## src/rtl/cover_toggle_drain.sv

```systemverilog
// rtl/cover_toggle_drain.sv - round-robin drain of a toggle-cover hit vector into a serial index stream (optional rearm: COVER_TOGGLE_DRAIN_REARM_EN)
module cover_toggle_drain #(
   parameter int WIDTH       = 23,
   parameter int COVER_INDEX = 0,
   parameter int IDX_W       = 64
) (
   input  logic             clock,
   input  logic             reset,
   input  logic [WIDTH-1:0] valid,
   output logic             out_valid,
   input  logic             out_ready,
`ifdef COVER_TOGGLE_DRAIN_REARM_EN
   input  logic             rearm,
`endif
   output logic [IDX_W-1:0] out_index,
   output logic             all_cov
);

   localparam int PTR_W = (WIDTH > 1) ? $clog2(WIDTH) : 1;

   // Output register states; out_valid is simply "state is FULL".
   localparam logic EMPTY = 1'b0;
   localparam logic FULL  = 1'b1;

   logic             state;
   logic [WIDTH-1:0] covered;
   logic [WIDTH-1:0] pending;
   logic [PTR_W-1:0] ptr;

   logic [WIDTH-1:0] upper_pend;
   logic [PTR_W-1:0] grant;
   logic             grant_ok;
   logic             load;
   logic [WIDTH-1:0] grant_mask;
   logic [WIDTH-1:0] pending_next;
   logic [WIDTH-1:0] covered_next;
   logic [PTR_W-1:0] ptr_next;
   logic             rearm_clr;

`ifdef COVER_TOGGLE_DRAIN_REARM_EN
   assign rearm_clr = rearm;
`else
   assign rearm_clr = 1'b0;
`endif

   assign out_valid = (state == FULL);

   // Pending bits at or above the round-robin pointer get first claim on the grant.
   always_comb begin
      upper_pend = '0;
      for (int i = 0; i < WIDTH; i++) begin
         upper_pend[i] = pending[i] && (i >= int'(ptr));
      end
   end

   // Lowest upper pending bit wins; otherwise wrap to the lowest pending bit overall.
   always_comb begin
      grant = '0;
      for (int i = WIDTH - 1; i >= 0; i--) begin
         if (pending[i]) grant = PTR_W'(i);
      end
      for (int i = WIDTH - 1; i >= 0; i--) begin
         if (upper_pend[i]) grant = PTR_W'(i);
      end
   end

   assign grant_ok   = |pending;
   assign load       = grant_ok && ((state == EMPTY) || out_ready);
   assign grant_mask = load ? (WIDTH'(1) << grant) : '0;

   // A hit landing on the edge its point is loaded is absorbed: the grant clear overrides capture.
   assign pending_next = (pending | (valid & ~covered)) & ~grant_mask;
   // Rearm clear beats a simultaneous load so that point can be reported again.
   assign covered_next = rearm_clr ? '0 : (covered | grant_mask);
   assign ptr_next     = (int'(grant) == WIDTH - 1) ? '0 : PTR_W'(grant + 1'b1);

   // Hit capture and coverage bookkeeping.
   always_ff @(posedge clock or posedge reset) begin
      if (reset) begin
         pending <= '0;
         covered <= '0;
         all_cov <= 1'b0;
      end else begin
         pending <= pending_next;
         covered <= covered_next;
         all_cov <= &covered_next;
      end
   end

   // Round-robin pointer advances past each granted point.
   always_ff @(posedge clock or posedge reset) begin
      if (reset) begin
         ptr <= '0;
      end else if (load) begin
         ptr <= ptr_next;
      end
   end

   // Output register: load when empty or when the current beat is accepted, drop when drained.
   always_ff @(posedge clock or posedge reset) begin
      if (reset) begin
         state     <= EMPTY;
         out_index <= '0;
      end else if (load) begin
         state     <= FULL;
         out_index <= IDX_W'(COVER_INDEX) + IDX_W'(grant);
      end else if ((state == FULL) && out_ready) begin
         state <= EMPTY;
      end
   end

endmodule

```

## config.mk

```make
export PLATFORM = sky130hd
export DESIGN_NAME = cover_toggle_drain
export DESIGN_NICKNAME = d
export VERILOG_FILES = /design/src/rtl/cover_toggle_drain.sv
export SDC_FILE = /design/constraint.sdc
export NUM_CORES = 1
export LEC_CHECK = 0
export BUFFER_PORTS_ARGS = -buffer_cell sky130_fd_sc_hd__buf_4
export CAP_MARGIN = 0
export CORE_ASPECT_RATIO = 0.8
export CORE_MARGIN = 2
export CORE_UTILIZATION = 45
export DETAILED_ROUTE_END_ITERATION = 10
export PLACE_DENSITY = 0.67
export SYNTH_ARGS = -nofsm -noshare
export SYNTH_HDL_FRONTEND = slang
export SYNTH_SLANG_ARGS = --single-unit
```

## constraint.sdc

```tcl
create_clock -name clock -period 4.45 [get_ports clock]
set_input_delay 0.445 -clock clock [delete_from_list [all_inputs] [get_ports clock]]
set_output_delay 0.445 -clock clock [all_outputs]
set_load 0.02 [all_outputs]
```

=== Word-level counts from Yosys, hierarchy flattened ===
Index checks and enable logic that the tools add are counted.

* Word-level logic and storage cells: 118
* Output and inout port bits: 66
* Input bits: 26
* Flip-flop bits (word level): 58

* Reductions and logical operators: 29
* Magnitude comparators: 23
* Bitwise logic cells: 7
* Shifts and indexed selects: 1
* Add/subtract/negate cells: 1
* Mux-type cells: 50
* Eq/ne operators: 1

{| class="wikitable"
|+ Operators by type and width
! kind !! number
|-
| $mux 5 || 47
|-
| $and 23x23->23 || 2
|-
| $not 23->23 || 2
|-
| $or 23x23->23 || 2
|-
| $ge 4x5->1 const A || 8
|-
| $ge 5x5->1 const A || 7
|-
| $logic_and 1x1->1 || 25
|-
| $mux 23 || 1
|-
| $reduce_and 23->1 || 1
|-
| $reduce_or 23->1 || 1
|-
| $shl 1x5->23 const A || 1
|-
| $ge 3x5->1 const A || 4
|-
| $ge 1x5->1 const A || 2
|-
| $ge 2x5->1 const A || 2
|-
| $add 5x1->5 const B || 1
|-
| $eq 5x5->1 const B || 1
|-
| $mux 1 || 2
|-
| $reduce_bool 2->1 || 1
|-
| $logic_or 1x1->1 || 1
|-
| $not 1->1 || 1
|}

=== Depth between registers and ports, before layout ===
* Depth after elaboration: 50
* Depth in mapped cells: 16
* Mapped depth without buffers: 13

=== Least setup slack after synthesis ===
Ideal clock, no wire load.

* Path type: flip-flop to flip-flop
* From: reg ptr[3]
* To: reg all_cov
* Data arrival time: 3.191 ns
* Buffers on the path: 1
* Cell stages (with the launch flop): 15
* Slack: 1.163 ns
* Library setup time: 0.096 ns
* Required time: 4.354 ns
* Clock period less this slack: 3.287 ns
* Cells stage by stage: dfrtp_1 -> buf_4 -> nand3_1 -> nand3_1 -> a32o_1 -> or4_1 -> a211oi_1 -> nor2_1 -> inv_1 -> ha_1 -> ha_1 -> nand3_1 -> a2111oi_0 -> nand4_1 -> nor4_2

* Longest elaborated chain between the ends: 29
* Elaborated cells between the ends (all ways): 73
* Classes of those cells: 23 x order compare; 1 x shift; 24 x mux; 1 x bitwise; 24 x reduce/logical

{| class="wikitable"
|+ RTL lines
! what !! line !! source
|-
| start, declared || 28 || <nowiki>logic [PTR_W-1:0] ptr;</nowiki>
|-
| start signal, assigned || 95 || <nowiki>ptr <= ptr_next;</nowiki>
|-
| $ge 5x5->1 || 52 || <nowiki>upper_pend[i] = pending[i] && (i >= int'(ptr));</nowiki>
|-
| $logic_and 1x1->1 || 52 ||
|-
| $mux 5 (22 in a row) || 63 || <nowiki>if (upper_pend[i]) grant = PTR_W'(i);</nowiki>
|-
| $mux 5 (*) || 63 ||
|-
| net grant[0] || 31 || <nowiki>logic [PTR_W-1:0] grant;</nowiki>
|-
| $shl 1x5->23 (*) || 69 || <nowiki>assign grant_mask = load ? (WIDTH'(1) << grant) : '0;</nowiki>
|-
| $mux 23 (*) || 69 ||
|-
| $or 23x23->23 (*) || 74 || <nowiki>assign covered_next = rearm_clr ? '0 : (covered | grant_mask);</nowiki>
|-
| $reduce_and 23->1 (*) || 86 || <nowiki>all_cov <= &covered_next;</nowiki>
|-
| end signal, assigned || 86 ||
|-
| end, declared || 16 || <nowiki>output logic all_cov</nowiki>
|}

Mark *: on every way through the listed nets, which the timed path passes. The rest lies on a longest branch.
A chain may end at the register's enable or synchronous reset.

=== Final worst setup path ===
* From: reg ptr[1]
* To: reg all_cov

The elaborated chain is that of the path after synthesis.

==> flow_summary.ini <==
[power_and_ir_drop]
p_int_uw = 1744
power_switching_share_pct = 47.15
power_density_nw_per_um2 = 731.7
power_switching_uw = 1556
p_leak_uw = 0.002099
pwr-share-comb_pct = 49.9
pwr-share-seq_pct = 27.7
ir_drop_mv = 0.3773
p_clk_share_pct = 22.4

[setup_path]
crit_chain = nand4_1 -> a32o_1 -> or4_1 -> a211oi_1 -> nor2_1 -> inv_1 -> ha_1 -> ha_1 -> nand3_1 -> a2111oi_0 -> nand4_1 -> nor4_2
path_class = reg2reg
max_stage_delay_ps = 870
slowest_stage = dfrtp_1
worstPathArrival_ps = 4380
cp_max_fo = 26
cp-start-kind = register
worstPathRequired_ps = 4680
endpoint_kind = register

[sta]
finalSetupTns_ps = 0
relSlewSlack_pct = 45.51
report.final.slew_viol_count = 0
post-route-min-period_ps = 4146
min_period_over_period_pct = 93.16
hold_ws_ps = 322.9
tightest_slew_ps = 817.4
rsz0062_at_grt = no
clock.fmax_mhz = 241.2
setup_viol = 0
skew_ps = 8.556
final-hold-violation-count = 0

[clock_network]
cts-hold-fix-buffers = 0
htreeDepth = 3
worstSkewPairLatency_ps = 330
cts-resized-gates = 0
cts_setup_buffers = 0
cts_made_buffers = 9
tritoncts = built
clkSinkCount = 58
clk_pin_slew_worst_paths_ps = 50
cts_buffer_depth = 2
root_buffer = clkbuf_16

[finish]
syn_to_final_growth_pct = 10.38
drive_gt1_share_pct = 15.19
n_antenna_cell = 0
final_net_count = 546
instances_no_fill = 635

[place]
portBuffers = 32
dp_hpwl_mm = 8.345
gp_congestion = 1.034
dp.cells = 619

[synthesis]
syn_area_per_cell_um2 = 8.408
syn_area_um2 = 4086
synth_top_flop_cell = dfrtp_1
synth_top_area_cell = dfrtp_1
synth-seq-cells = 58
syn_inst = 486
synth-async-reset-ratio_pct = 100.0
synth_top_area_share_pct = 35.52
synthTopCellsByArea = dfrtp_1, buf_4, a21oi_1, inv_1, nand2_1
yosys.cell_types.count = 70
ys_seq_area_share_pct = 35.52
synth_edf_count = 0
yosysWarnings = 0

[grt]
grt_pass1_vias = 3262
grt_overflow = 0
grt_use_total_pct = 23.20
grt_start_max_net_pins = 59
antenna_found_initial = 0
grt_pass1_wl_mm = 17.88

[job]
cap_violations = 0

[route]
dr.pass1.iters = 5
antenna_violating_nets_post_route = 0
drt_iter0_drc = 388
drt_drc_violations_left = 0
post_drt_wl_per_cell_um = 17.84
avgViaCountPerCell = 5.657
drt-total-wl_mm = 11.33
vias = 3592

[die]
initial_core_util_pct = 45.81
row_count = 31
core_um2 = 8921
die_h_um = 89.24
fp.dieW_um = 110.5
io_pins = 92
die_area_um2 = 9864

[min_path]
hp-class = in2async

[run_status]
status = finished clean
-- final cells by class --
class	count	area, um2
fillers	864	4410
clock inverters	5	77.57
repair buffers	43	322.8
multi-input cells	366	2133
well taps	115	143.9
clock buffers	11	242.7
inverters	37	138.9
flip-flops and latches	58	1451
-- metrics by stage --
stage | util, % | total power [uW] | setup WS (ps) | instance area (um2)
after detailed placement | 46.97 | 2520 | 387.9 | 4190
after global routing | 50.56 | 3507 | 110.8 | 4511
after CTS | 50.56 | 3271 | 371.1 | 4511
final | 50.56 | 3300 | 304.3 | 4511
after floorplan | - | 2080 | 1163 | 4304
after global placement | 46.97 | 2522 | 480.2 | 4190
-- cell families (layout without fill, tap and decap cells) --
kind of cell	after synthesis	in the layout	synth area share [%]
compound gates	148	148	24.10
xor+xnor	1	1	0.2144
fa+ha+maj	5	5	1.531
buf+inv	120	96	17.61
flops	58	58	35.52
mux	1	1	0.2450
other cells	1	59	0.09177
simple gates	152	152	20.70
-- Yosys cell counts (all sizes together), types with 7 or more instances --
library cell / n
and3: 10
nor2: 27
inv: 37
o21ai: 25
a21oi: 48
clkbuf: 9
nor3: 13
or2: 9
nand3: 12
buf: 74
dfrtp: 58
and2: 7
nand4: 7
nand2: 32
nand2b: 8
a31oi: 11
nor4: 7
nor2b: 10
-- power groups by stage --
stage | registers, uW | logic [uW] | clock network, uW
3_3_place_gp | 909 | 1610 | 0
6_report | 915 | 1650 | 740
3_5_place_dp | 913 | 1610 | 0
5_1_grt | 941 | 1790 | 773
2_1_floorplan | 769 | 1310 | 0
4_1_cts | 904 | 1620 | 747
-- placed cells by master (no fill, tap or decap), types with 8 or more instances in the layout --
master,netlist,final
a31oi_1,11,11
clkbuf_16,0,9
inv_1,34,33
buf_4,63,43
nor2b_1,10,10
nor3_1,12,12
a21oi_1,47,47
dfrtp_1,58,58
nand2b_1,8,8
nand2_1,32,32
and3_1,10,10
o21ai_0,21,21
nand3_1,12,12
conb_1,1,59
nor2_1,27,27
-- path summary, 6_finish.rpt --
check                      depth (start not counted)                     to  slack, ps                  from
setup / recovery                                  12      all_cov$_DFF_PP0_        300    ptr[1]$_DFFE_PP0P_
hold / removal                                     3  pending[20]$_DFF_PP0_        320                 reset
setup reg to reg                                  12      all_cov$_DFF_PP0_        300    ptr[1]$_DFFE_PP0P_
hold reg to reg                                    2   covered[3]$_DFF_PP0_        460  covered[3]$_DFF_PP0_
max in group asynchronous                          3     ptr[4]$_DFFE_PP0P_       3640                 reset
min in group clock                                 3  pending[15]$_DFF_PP0_        360             valid[15]
-- sequential cells by signal, indices dropped and copies added (netlist names) --
register / cells
all_cov: 1
covered: 23
out_index: 5
out_valid: 1
pending: 23
ptr: 5
-- worst max-delay path: cells and delay by family, from the launching register on --
family | cells | cell delay [ps]
AO/OA/AOI/OAI | 3 | 1150
adder cells (fa/ha/maj) | 2 | 510
buffers and inverters | 1 | 140
flip-flops | 1 | 870
AND/OR/NAND/NOR | 6 | 1390
-- metal layers --
layer	GRT usage, %	wire (um)	vias up
li1	-	-	1681
met1	34.28	5177	1716
met2	34.97	5034	183
met3	4.068	1005	12
met4	7.045	108	0
met5	0	0	-
Note: power is estimated with default switching activity, not from simulation.
